### src/rtl/e203_exu_wbck_arb.sv
// Writeback arbiter between the ALU and long-pipe writeback paths.
// Drives the integer and FPU regfile write ports through one register stage.
module e203_exu_wbck_arb #(
  parameter int unsigned XLEN       = 32,
  parameter int unsigned RFIDX_W    = 5,
  parameter int unsigned STARVE_MAX = 4,
  parameter int unsigned STARVE_W   = 3
) (
  input  logic               clk,
  input  logic               rst_n,
  input  logic               alu_wbck_i_valid,
  output logic               alu_wbck_i_ready,
  input  logic [XLEN-1:0]    alu_wbck_i_wdat,
  input  logic [RFIDX_W-1:0] alu_wbck_i_rdidx,
  input  logic               longp_wbck_i_valid,
  output logic               longp_wbck_i_ready,
  input  logic [XLEN-1:0]    longp_wbck_i_wdat,
  input  logic [4:0]         longp_wbck_i_flags,
  input  logic [RFIDX_W-1:0] longp_wbck_i_rdidx,
  input  logic               longp_wbck_i_rdfpu,
  output logic               rf_wbck_o_ena,
  output logic [XLEN-1:0]    rf_wbck_o_wdat,
  output logic [RFIDX_W-1:0] rf_wbck_o_rdidx,
  output logic               frf_wbck_o_ena,
  output logic [XLEN-1:0]    frf_wbck_o_wdat,
  output logic [RFIDX_W-1:0] frf_wbck_o_rdidx,
  output logic               fflags_o_ena,
  output logic [4:0]         fflags_o
);

  localparam int unsigned FLAG_W = 5;

  logic [STARVE_W-1:0] starve_cnt_q, starve_cnt_d;
  logic                lp_int, force_alu, alu_hs, lp_hs;

  logic               rf_ena_q, rf_ena_d;
  logic [XLEN-1:0]    rf_wdat_q, rf_wdat_d;
  logic [RFIDX_W-1:0] rf_rdidx_q, rf_rdidx_d;
  logic               frf_ena_q, frf_ena_d;
  logic [XLEN-1:0]    frf_wdat_q, frf_wdat_d;
  logic [RFIDX_W-1:0] frf_rdidx_q, frf_rdidx_d;
  logic               ff_ena_q, ff_ena_d;
  logic [FLAG_W-1:0]  ff_q, ff_d;

  // Grants: long-pipe wins integer-port conflicts unless the ALU has starved.
  always_comb begin
    lp_int             = longp_wbck_i_valid & ~longp_wbck_i_rdfpu;
    force_alu          = (starve_cnt_q == STARVE_W'(STARVE_MAX));
    alu_wbck_i_ready   = rst_n & (~lp_int | force_alu);
    longp_wbck_i_ready = rst_n & (longp_wbck_i_rdfpu | ~(alu_wbck_i_valid & force_alu));
    alu_hs             = alu_wbck_i_valid & alu_wbck_i_ready;
    lp_hs              = longp_wbck_i_valid & longp_wbck_i_ready;
  end

  // Starvation counter and next writeback register contents.
  always_comb begin
    starve_cnt_d = '0;
    rf_ena_d     = 1'b0;
    rf_wdat_d    = rf_wdat_q;
    rf_rdidx_d   = rf_rdidx_q;
    frf_ena_d    = 1'b0;
    frf_wdat_d   = frf_wdat_q;
    frf_rdidx_d  = frf_rdidx_q;
    ff_ena_d     = 1'b0;
    ff_d         = ff_q;

    if (alu_wbck_i_valid & ~alu_wbck_i_ready) begin
      starve_cnt_d = force_alu ? starve_cnt_q : starve_cnt_q + STARVE_W'(1);
    end

    if (alu_hs) begin
      rf_ena_d   = (alu_wbck_i_rdidx != '0);
      rf_wdat_d  = alu_wbck_i_wdat;
      rf_rdidx_d = alu_wbck_i_rdidx;
    end

    if (lp_hs) begin
      ff_ena_d = 1'b1;
      ff_d     = longp_wbck_i_flags;
      if (longp_wbck_i_rdfpu) begin
        frf_ena_d   = 1'b1;
        frf_wdat_d  = longp_wbck_i_wdat;
        frf_rdidx_d = longp_wbck_i_rdidx;
      end else begin
        rf_ena_d   = (longp_wbck_i_rdidx != '0);
        rf_wdat_d  = longp_wbck_i_wdat;
        rf_rdidx_d = longp_wbck_i_rdidx;
      end
    end
  end

  always_ff @(posedge clk or negedge rst_n) begin
    if (!rst_n) begin
      starve_cnt_q <= '0;
      rf_ena_q     <= 1'b0;
      rf_wdat_q    <= '0;
      rf_rdidx_q   <= '0;
      frf_ena_q    <= 1'b0;
      frf_wdat_q   <= '0;
      frf_rdidx_q  <= '0;
      ff_ena_q     <= 1'b0;
      ff_q         <= '0;
    end else begin
      starve_cnt_q <= starve_cnt_d;
      rf_ena_q     <= rf_ena_d;
      rf_wdat_q    <= rf_wdat_d;
      rf_rdidx_q   <= rf_rdidx_d;
      frf_ena_q    <= frf_ena_d;
      frf_wdat_q   <= frf_wdat_d;
      frf_rdidx_q  <= frf_rdidx_d;
      ff_ena_q     <= ff_ena_d;
      ff_q         <= ff_d;
    end
  end

  assign rf_wbck_o_ena    = rf_ena_q;
  assign rf_wbck_o_wdat   = rf_wdat_q;
  assign rf_wbck_o_rdidx  = rf_rdidx_q;
  assign frf_wbck_o_ena   = frf_ena_q;
  assign frf_wbck_o_wdat  = frf_wdat_q;
  assign frf_wbck_o_rdidx = frf_rdidx_q;
  assign fflags_o_ena     = ff_ena_q;
  assign fflags_o         = ff_q;

endmodule

### config.mk
export PLATFORM = sky130hd
export DESIGN_NAME = e203_exu_wbck_arb
export DESIGN_NICKNAME = d
export VERILOG_FILES = /design/src/rtl/e203_exu_wbck_arb.sv
export SDC_FILE = /design/constraint.sdc
export NUM_CORES = 1
export LEC_CHECK = 0
export CORE_MARGIN = 10
export CORE_UTILIZATION = 42
export DETAILED_ROUTE_END_ITERATION = 8
export GPL_ROUTABILITY_DRIVEN = 0
export GPL_TIMING_DRIVEN = 0
export PLACE_DENSITY = 0.91
export SLEW_MARGIN = 20
export SYNTH_ARGS = -nofsm -noshare
export SYNTH_HDL_FRONTEND = slang
export SYNTH_SLANG_ARGS = --single-unit
### constraint.sdc
create_clock -name clk -period 2.2 [get_ports clk]
set_input_delay 0.44 -clock clk [delete_from_list [all_inputs] [get_ports clk]]
set_output_delay 0.44 -clock clk [all_outputs]
set_load 0.005 [all_outputs]
* Yosys cells after proc, flatten, opt, wreduce, memory -nomap -nowiden *
Cells that the tools add are included.

storage, ports and cells
  output and inout port bits = 84
  latch bits = 0
  logic and storage cells = 42
  input port bits = 84
  bits in writable memories = 0
  memories kept = 0
  ROM bits = 0
  register bits after elaboration = 85

operators by class
  reductions and logical operators = 3
  shift-type cells = 0
  bitwise gates (word level) = 13
  magnitude comparators = 0
  div/mod/pow operators = 0
  $mul = 0
  $add $sub $neg = 1
  equality and inequality tests = 2
  multiplexer cells = 14

operator list
  operator               number
  $mux W32               3
  $mux W5                3
  $reduce_bool A5 Y1     2
  $and A1 B1 Y1          7
  $mux W1                6
  $mux W3                2
  $not A1 Y1             4
  $add A3 B1 Y3 const B  1
  $eq A3 B3 Y1 const B   1
  $ne A2 B2 Y1 const B   1
  $or A1 B1 Y1           2
  $reduce_and A2 Y1      1

* Logic depth before layout (Yosys ltp) *
Gate-level depths: netlist of run 1.

  depth after elaboration = 9
  gate-level depth with buffers = 9
  mapped depth without buffers = 6

* Least setup slack after synthesis of run 1 *
Ideal clock, no wire load.

  path kind = flip-flop to flip-flop
  start point = reg starve_cnt_q[0]
  end point = reg rf_wdat_q[12] (netlist: rf_wbck_o_wdat[12])
  arrival = 1.581 ns
  data required time = 2.080 ns
  stages on the path, launching flop included = 10
  slack = 0.499 ns
  library setup time = 0.120 ns
  path buffers = 3
  period minus slack after synthesis = 1.701 ns
  path through = dfrtp_1 -> inv_1 -> ha_1 -> and2_4 -> buf_6 -> o211a_1 -> buf_6 -> buf_6 -> a21oi_2 -> a21oi_2

on the way
  longest elaborated chain between the ends = 7
  elaborated cells on any way between the ends = 12
  those cells by class = eq/ne: 1; mux: 3; bitwise: 8

RTL lines
  element                                               line    text
  start: declaration                                    33      logic [STARVE_W-1:0] starve_cnt_q, starve_cnt_d;
  start signal: assignment                              104     starve_cnt_q <= starve_cnt_d;
  $eq A3 B3 Y1 *                                        48      force_alu = (starve_cnt_q == STARVE_W'(STARVE_MAX));
  $or A1 B1 Y1 / $and A1 B1 Y1 (equally long branches)  49, 50
  $and A1 B1 Y1 / $not A1 Y1 (equally long branches)    49, 50
  $and A1 B1 Y1 / $or A1 B1 Y1 (equally long branches)  51, 50
  $mux W32 / $and A1 B1 Y1 (equally long branches)      71, 50
  $mux W32 / $and A1 B1 Y1 (equally long branches)      80, 52
  $mux W32 *                                            77      if (lp_hs) begin
  net rf_wdat_d[12]                                     37      logic [XLEN-1:0] rf_wdat_q, rf_wdat_d;
  end signal: assignment                                106     rf_wdat_q <= rf_wdat_d;
  end: declaration                                      37

The timed path passes the listed nets; every way through them passes the cells marked *.
A chain may end at the register's enable or synchronous reset.

* Worst setup path after layout of run 1 *
  start point = reg starve_cnt_q[1]
  end point = out longp_wbck_i_ready

on the way
  longest elaborated chain between the ends = 5

RTL lines
  element           line  text
  $eq A3 B3 Y1      48
  $and A1 B1 Y1     50    longp_wbck_i_ready = rst_n & (longp_wbck_i_rdfpu | ~(alu_wbck_i_valid & force_alu));
  $not A1 Y1        50
  $or A1 B1 Y1      50
  $and A1 B1 Y1     50
  end: declaration  16    output logic longp_wbck_i_ready,

No other way between the ends.

==> flow_summary.json, run 1 <==
{
  "antenna_found_initial": 0,
  "final.min_clock_period_ps": 2080,
  "syn_avg_cell_area_um2": 11.6,
  "layout_commonest_cell": "clkdlybuf4s50_1",
  "p_sw_mw": 1.18,
  "cts.sinks": 85,
  "p_sw_share_pct": 26.2,
  "cts_tree": "yes",
  "skew_ps": 10.9,
  "stdcell_area_um2": 5880,
  "worst_pin_slew_ps": 450,
  "pwr_density_cell_nw_per_um2": 764,
  "vdd_drop_max_uv": 333,
  "synth_cell_types": 29,
  "p_clk_share_pct": 28.4,
  "netlist.area_leader.share_pct": 55.9,
  "drt-initial-drc-count": 162,
  "die_area_um2": 13300,
  "p_total_mw": 4.50,
  "clk_pin_slew_ps": 90,
  "ys_warn_count": 0,
  "cts-root-buf": "clkbuf_8",
  "cts_buffers": 9,
  "yosysSeqAreaShare_pct": 55.9,
  "ys_top_cells_by_area": "dfrtp_1, mux2_2, a21oi_2",
  "yosys.area.top_type": "dfrtp_1",
  "ant_nets": 0,
  "drive_gt1_share_pct": 24.8,
  "grt_pass1_wl_um": 18000,
  "max_freq_mhz": 481,
  "wl_per_cell_um": 18.5,
  "synthesis.area_um2": 3800,
  "slew_headroom_pct": 70.0,
  "final_nets": 594,
  "internal-power_mw": 3.32,
  "worst_setup_path_end_kind": "output port",
  "cp.arrival_ps": 1640,
  "dpl_cell_area_um2": 5630,
  "drt-pass1-iter-count": 7,
  "synthCells": 328,
  "cts_buffer_depth": 2,
  "die_w_um": 115,
  "status": "finished, final reports clean",
  "p_seq_share_pct": 43.7,
  "drv_cap": 0,
  "n_antenna_cell": 0,
  "finalCritPeriodShare_pct": 94.6,
  "port_buffers": 167,
  "p_leak_nw": 2.48,
  "rrSetupSlack_ps": 370,
  "cp.required_ps": 1760,
  "coreArea_um2": 8760,
  "drt_wl_total_um": 11500,
  "ys_ff_latch": 85,
  "hpwl_um": 8950,
  "syn2layout_area_growth_pct": 54.7,
  "crit_type": "register to output port",
  "io_pins": 168,
  "hold_path.class": "input port to async pin",
  "rsz0062_at_grt": "false",
  "final_cell_mix": "clkdlybuf4s50_1, dfrtp_1, nand2_1, mux2_2, nor2_1",
  "num_vias": 3097,
  "final_hold_viol_count": 0,
  "drv_slew": 0,
  "start_kind": "register",
  "die_h_um": 115,
  "grt_overflow": 0,
  "cp_max_fo": 3,
  "htree_levels": 3,
  "clkLatencyLatePin_ps": 340,
  "initial_core_util_pct": 43.4,
  "grt_pass1_vias": 3496,
  "synth_nets": 414,
  "power_frac_comb_pct": 27.9,
  "drcViolationCount": 0,
  "grt_util_all_layers_pct": 16.8,
  "setup_viol": 0,
  "num_rows": 34,
  "vias_per_cell": 4.99,
  "grt_max_degree": 47
}
==> stage by stage <==
step	instances	TNS (ps)	utilization (%)	hold slack, ps	setup WS (ps)
floorplan	328	0	-	144	499
global placement	603	-463800	64.0	486	-3020
detailed placement	604	-6360	64.3	488	-238
CTS	620	0	67.0	15.9	34.7
global route	621	0	67.1	37.2	9.88
finish	621	0	67.1	15.6	119
==> path summary, 6_finish.rpt <==
path,startpoint,to,depth (start not counted)
max,starve_cnt_q[1]$_DFFE_PN0P_,longp_wbck_i_ready,6
min,rst_n,frf_wbck_o_wdat[20]$_DFFE_PN0P_,1
max reg2reg,starve_cnt_q[1]$_DFFE_PN0P_,rf_wbck_o_wdat[13]$_DFF_PN0_,8
min reg2reg,frf_wbck_o_wdat[21]$_DFFE_PN0P_,frf_wbck_o_wdat[21]$_DFFE_PN0P_,1
max in group asynchronous,rst_n,starve_cnt_q[2]$_DFFE_PN0P_,2
min in group clk,frf_wbck_o_wdat[21]$_DFFE_PN0P_,frf_wbck_o_wdat[21]$_DFFE_PN0P_,1
==> flip-flops by register name (all words and copies together), names as in the netlist <==
| name | flops |
|---|---|
| fflags_o | 5 |
| frf_wbck_o_rdidx | 5 |
| frf_wbck_o_ena | 1 |
| starve_cnt_q | 3 |
| fflags_o_ena | 1 |
| rf_wbck_o_ena | 1 |
| rf_wbck_o_rdidx | 5 |
| frf_wbck_o_wdat | 32 |
| rf_wbck_o_wdat | 32 |
==> area by class of cell <==
type | instances | area, µm²
clock buffer | 10 | 138
clock inverter | 6 | 93.8
timing repair buffer | 169 | 1710
inverter | 3 | 11.3
tap | 108 | 135
sequential | 85 | 2130
multi-input combinational | 220 | 1480
buffer | 20 | 189
fill | 682 | 2880
==> layer usage <==
layer	global-route usage, %	vias up	wire (µm)
met5	0	-	0
met4	4.79	0	144
met3	4.90	13	882
met2	30.4	112	6000
met1	18.7	1498	4480
li1	-	1474	-
==> power by group through the flow <==
stage	Sequential, mW	Combinational (mW)	Clock (mW)
final	1.96	1.26	1.28
after global routing	2.00	1.36	1.38
after CTS	1.97	1.28	1.31
after detailed placement	2.00	1.28	0
after global placement	1.98	1.24	0
after floorplan	2.01	0.384	0
==> synthesized netlist by cell type, drive strengths merged <==
cell	instances
nor2b	1
nand2b	2
a211o	1
nand3	1
a21oi	75
o211ai	1
nand2	43
o21a	1
a211oi	1
o21ai	2
nor2	41
xnor2	1
mux2	42
ha	2
nor3	1
nor3b	1
and2	1
inv	3
or4	2
dfrtp	85
buf	20
o211a	1
==> cell families (layout without fill, tap and decap cells) <==
| group | after synthesis | in the layout | synth area share (%) |
|---|---|---|---|
| mux | 42 | 42 | 12.4 |
| compound gates | 82 | 82 | 15.5 |
| fa+ha+maj | 2 | 2 | 0.658 |
| flops | 85 | 85 | 55.9 |
| simple gates | 93 | 93 | 10.0 |
| xor+xnor | 1 | 1 | 0.230 |
| buf+inv | 23 | 208 | 5.27 |
==> worst max-delay path, stage by stage, from the launching register on <==
cell	delay (ps)
dfrtp_1	410
inv_1	70
ha_2	180
nand2_1	90
nor3b_2	220
nor2b_1	70
dlygate4sd2_1	270
==> timing repair <==
action	CTS	global route
gates resized for setup	6	2
buffers inserted	0	1
hold endpoints to repair	0	0
pin swaps	1	1
hold buffers	0	0
setup endpoints to repair	2	2
(Power assumes the default switching activity.)
==> run 2: changes to the inputs <==
Settings changed: ABC_AREA from default to 1, CORE_UTILIZATION 42 to 44, PLACE_DENSITY 0.91 to 0.92.
==> run 2 against run 1 <==
Sequential cell count is the same. Sequential share of layout area shrank 2.3 points. Critical path type unchanged. Wire length grew 21%. Fmax is 3.8% higher. Clock power down 22%. Area after synthesis is 9.4% higher. Clock skew fell by 3.0 ps. Critical path depth grew 2. Design area is 6.7% higher. First-iteration DRC count is 89% higher. Setup slack improved by 76 ps. Die area rose by 3.7%.
==> flow_summary.json, run 2 <==
{
  "status": "finished, final reports clean",
  "worst_setup_path_end_kind": "output port",
  "fill_cells": 713,
  "ys_warn_count": 0,
  "drt-pass1-iter-count": 5,
  "antenna_found_initial": 0,
  "port_buffers": 166,
  "cp_max_fo": 3,
  "drt-initial-drc-count": 306,
  "clkLatencyLatePin_ps": 350,
  "top_layer": "met4",
  "cts.sinks": 85,
  "timing.hold.ws_ps": 41.5,
  "hpwl_um": 10500,
  "synth_cell_types": 23,
  "synth_edf_count": 0,
  "netlist.area_leader.share_pct": 51.1,
  "fin_ws_ps": 195,
  "wl_met2_um": 6760,
  "final_core_utilization_pct": 67.9,
  "drcViolationCount": 0,
  "cts_tree": "yes",
  "cts_buffer_depth": 2,
  "drt_wl_total_um": 14000,
  "route.met3.wl_um": 1450,
  "final_hold_viol_count": 0,
  "initial_core_util_pct": 45.0,
  "cp.arrival_ps": 1570,
  "clk_pin_slew_ps": 90,
  "hold_path.class": "input port to async pin",
  "max_freq_mhz": 499,
  "p_leak_nw": 3.28,
  "cp.required_ps": 1760,
  "worst_pin_slew_ps": 531,
  "yosysSeqAreaShare_pct": 51.1,
  "final_nets": 806,
  "drive_gt1_share_pct": 9.10,
  "syn2layout_area_growth_pct": 50.8,
  "die_w_um": 117,
  "skew_ps": 7.91,
  "pre_cts_ws_ps": -876,
  "coreArea_um2": 9240,
  "slew_headroom_pct": 64.6,
  "stdcell_area_um2": 6270,
  "dpl_cell_area_um2": 6010,
  "pwr_density_cell_nw_per_um2": 678,
  "final_cell_mix": "nand2_1, clkdlybuf4s50_1, dfrtp_1",
  "yosys.area.top_type": "dfrtp_1",
  "die_area_um2": 13700,
  "drv_slew": 0,
  "htree_levels": 3,
  "grt_pass1_vias": 4298,
  "crit_type": "register to output port",
  "multi_input_area_um2": 1530,
  "synthCells": 538,
  "grt_util_all_layers_pct": 20.2,
  "cts_buffers": 9,
  "n_antenna_cell": 0,
  "yosysMostFrequentCell": "nand2_1",
  "layout_commonest_cell": "nand2_1",
  "synthesis.area_um2": 4160,
  "rsz0062_at_grt": "false",
  "syn_avg_cell_area_um2": 7.74,
  "finalCritPeriodShare_pct": 91.1,
  "num_rows": 35,
  "regArea_um2": 2130,
  "wl_per_cell_um": 16.4,
  "cts-root-buf": "clkbuf_8",
  "ys_top_cells_by_area": "dfrtp_1, nand2_1, inv_1",
  "start_kind": "register",
  "setup_viol": 0,
  "grt_max_degree": 41,
  "synth_ff_type": "dfrtp_1",
  "met1Wirelength_um": 5480,
  "io_pins": 168,
  "ys_ff_latch": 85,
  "synth_nets": 624,
  "num_vias": 4143,
  "ant_nets": 0,
  "grt_overflow": 0,
  "synthArstFlopShare_pct": 100,
  "vias_per_cell": 4.85,
  "die_h_um": 117,
  "grt_pass1_wl_um": 21600,
  "vdd_drop_max_uv": 359,
  "yosys-top-cells-count": "nand2_1, dfrtp_1, inv_1, nand4_1, nand3_1",
  "drv_cap": 0,
  "final.min_clock_period_ps": 2010
}
[run 2: where the power goes]
part           internal, mW  total, mW  switching (mW)  leakage (nW)
sequential             1.81       1.95           0.138          1.03
clock                 0.441       1.00           0.563        0.0815
combinational         0.749       1.31           0.557          2.17
[run 2: logic make-up after synthesis]
| logic type | count (synthesis) | synth area share, % |
|---|---|---|
| buf+inv | 118 | 12.2 |
| xor+xnor | 1 | 0.211 |
| flops | 85 | 51.1 |
| simple gates | 325 | 35.0 |
| compound gates | 7 | 0.842 |
| fa+ha+maj | 2 | 0.601 |
[run 2: metal layers]
metal / global-route usage [%] / vias up
met4: 6.43 / 0
met2: 34.6 / 180
met3: 8.10 / 25
met5: 0 / -
li1: - / 2011
met1: 22.5 / 1927
[run 2: layout make-up]
class,instances,area share [%]
tap,129,2.57
multi-input combinational,335,24.4
buffer,29,2.75
clock buffer,11,2.25
timing repair buffer,173,28.2
clock inverter,5,0.578
sequential,85,33.9
inverter,87,5.26
[run 2: worst max-delay path, cell delays in order (launching register included)]
cell      delay, ps
dfrtp_1         360
inv_1            60
ha_1            200
nand2_2         120
nand3_4         100
buf_6           130
nand2_1          80
inv_2            60
clkbuf_2        110
[run 2: worst paths after layout]
path                       cells after the start  slack, ps                      startpoint                              to
max                                            8        190     starve_cnt_q[0]$_DFFE_PN0P_                alu_wbck_i_ready
min                                            2         40                           rst_n  frf_wbck_o_wdat[7]$_DFFE_PN0P_
max reg2reg                                   10        440     starve_cnt_q[0]$_DFFE_PN0P_    rf_wbck_o_wdat[17]$_DFF_PN0_
min reg2reg                                    2        480  frf_wbck_o_wdat[2]$_DFFE_PN0P_  frf_wbck_o_wdat[2]$_DFFE_PN0P_
max in group asynchronous                      2       1890                           rst_n     rf_wbck_o_wdat[1]$_DFF_PN0_
min in group clk                               2        480  frf_wbck_o_wdat[2]$_DFFE_PN0P_  frf_wbck_o_wdat[2]$_DFFE_PN0P_
[run 2: metrics by stage]
stage | TNS [ps] | instances | total power [mW]
after floorplan | 0 | 538 | 2.40
after global placement | -441360 | 833 | 3.20
after detailed placement | -11490 | 834 | 3.26
after CTS | 0 | 853 | 4.30
after global routing | 0 | 854 | 4.51
final | 0 | 854 | 4.25
[run 2: timing repair]
item	in CTS	in global routing
hold endpoints to repair	36	0
cloned	1	0
resized for setup	9	5
endpoints found under the setup margin	2	2
hold buffers	1	0
pin swaps	1	1
buffers inserted	3	1
==> run 3: changes to the inputs <==
Settings changed: ABC_CLOCK_PERIOD_IN_PS from default to 2200.
==> results of run 3 <==
No change in the layout: final DEF, timing and power equal those of run 2.
==> patch, RTL diff (flow settings as in run 2) <==
Set the parameter `XLEN` to 16 (it was 32).
--- a/src/rtl/e203_exu_wbck_arb.sv
+++ b/src/rtl/e203_exu_wbck_arb.sv
@@ -1,7 +1,7 @@
 // Writeback arbiter between the ALU and long-pipe writeback paths.
 // Drives the integer and FPU regfile write ports through one register stage.
 module e203_exu_wbck_arb #(
-  parameter int unsigned XLEN       = 32,
+  parameter int unsigned XLEN       = 16,
   parameter int unsigned RFIDX_W    = 5,
   parameter int unsigned STARVE_MAX = 4,
   parameter int unsigned STARVE_W   = 3
Interface: changed (resized alu_wbck_i_wdat, frf_wbck_o_wdat, longp_wbck_i_wdat and rf_wbck_o_wdat); port bits go from 168 to 104. The function was not compared with the original's and may differ.
==> patch against run 2 <==
Clock power shrank 23%; critical path type unchanged; critical path depth is the same; wire length shrank 44%; combinational power shrank 43%; core utilization grew 0.26 points; global-route usage shrank 3.1 points; synthesized area shrank 40%; total power shrank 36%; sequential cell count shrank 32; worst setup slack lost 0.080 ns; cell area shrank 40%.
==> patch: results (changes against run 2) <==
[cells_and_area]
fillCellCount = 432  ; was 713
nNetsFinal = 473  ; was 806
areaGrowthSynthToFinish_pct = 50.7  ; was 50.8%
instances_no_fill = 492  ; was 854
drive_gt1_share_pct = 6.19  ; was 9.10%

[setup_path]
r2r-end = rf_wbck_o_wdat[12]$_DFF_PN0_  ; was rf_wbck_o_wdat[17]$_DFF_PN0_
cp.arrival_ns = 1.64  ; was 1.57 ns
critPathLaunch = starve_cnt_q[0]$_DFFE_PN0P_  ; unchanged
rrSetupSlack_ns = 0.56  ; was 0.44 ns
cp_max_fo = 5  ; was 3
cp-endpoint = longp_wbck_i_ready  ; was alu_wbck_i_ready
r2r_cells = 9  ; was 10

[synthesis]
synth.area.top_cells = dfrtp_1, inv_1, nand2_1  ; was dfrtp_1, nand2_1, inv_1
synth.avg_cell_area_sq_um = 8.06  ; was 7.74 sq um
synth_commonest_cells = inv_1, nand2_1, dfrtp_1  ; was nand2_1, dfrtp_1, inv_1
synth-adder-area-share_pct = 1.00  ; was 0.601%
syn_nets = 363  ; was 624
synth_compound_area_share_pct = 9.09  ; was 0.842%
ys_seq_area_share_pct = 53.2  ; was 51.1%
synthXorXnorAreaFrac_pct = 0.352  ; was 0.210%
ys_types = 18  ; was 23

[pwr]
cellLeakagePower_uw = 0.00192  ; was 0.00328 uW
vdd_ir_drop_max_mv = 0.472  ; was 0.359 mV
internal_power_uw = 2010  ; was 3000 uW
pwr-share-clk_pct = 28.5  ; was 23.6%
p_comb_uw = 743  ; was 1310 uW
p_seq_share_pct = 44.2  ; was 45.7%

[cts]
cts-root-buf = clkbuf_8  ; unchanged
insertion_delay_ns = 0.30  ; was 0.35 ns
htreeDepth = 2  ; was 3
post_cts_buffers = 0  ; was 3
cts_buffers = 5  ; was 9
cts_resized = 4  ; was 9

[placement]
place_area_sq_mm = 0.00361  ; was 0.00601 sq mm
port_buffers = 103  ; was 166
place_inst = 484  ; was 834
place_ws_ns = -0.303  ; was -0.876 ns
hpwl_mm = 5.95  ; was 10.5 mm

[sta]
holdWs_ns = 0.0409  ; was 0.0415 ns
fin_crit_ns = 2.08  ; was 2.01 ns
slew-limit-headroom_pct = 64.6  ; about the same
clock_skew_ns = 0.00641  ; was 0.00791 ns

[routing]
wl_met1_mm = 3.15  ; was 5.48 mm
met3_length_microns = 623  ; was 1.45 mm
num_vias = 2367  ; was 4143
drtIter0Drc = 119  ; was 306
maxUsedRoutingLayer = met4  ; unchanged
wl_met2_mm = 3.97  ; was 6.76 mm
firstDrtPassIters = 4  ; was 5
routedWlPerCell_microns = 15.9  ; was 16.4 microns

[global_route]
use_met3_pct = 5.26  ; was 8.10%
grt_pass1_wl_mm = 12.2  ; was 21.6 mm
grt_max_degree = 55  ; was 41
grtUsageTotal_pct = 17.1  ; was 20.2%
grtUsageMet2_pct = 30.2  ; was 34.6%
grt_use_met1_pct = 19.5  ; was 22.5%
grt_pass1_vias = 2498  ; was 4298

[status]
status = finished, final reports clean  ; unchanged

## patch: cell count changes in the layout (fill, tap and decap cells not counted), sizes merged, moves of 3 or more
cell           delta
nand2           -172
clkdlybuf4s50    -63
o21ai            +37
dfrtp            -32
nand3            -19
buf              -17
inv              -14
nand4            -14
clkbuf            -9
clkinv            -3
clkinvlp          -3
## patch: cell type report
class | count | area share [%]
Inverter | 71 | 7.10
Sequential cell | 53 | 35.3
Timing Repair Buffer | 103 | 27.5
Buffer | 17 | 2.17
Multi-Input combinational cell | 168 | 21.9
Tap cell | 72 | 2.40
Clock inverter | 3 | 1.73
Clock buffer | 5 | 1.83
## patch: critical path: stages, from the launching register on
cell	delay, ns
dfrtp_1	0.41
inv_1	0.09
ha_1	0.16
nand2_2	0.10
inv_2	0.09
nand3_2	0.08
nand2_1	0.08
inv_1	0.08
dlygate4sd2_1	0.27
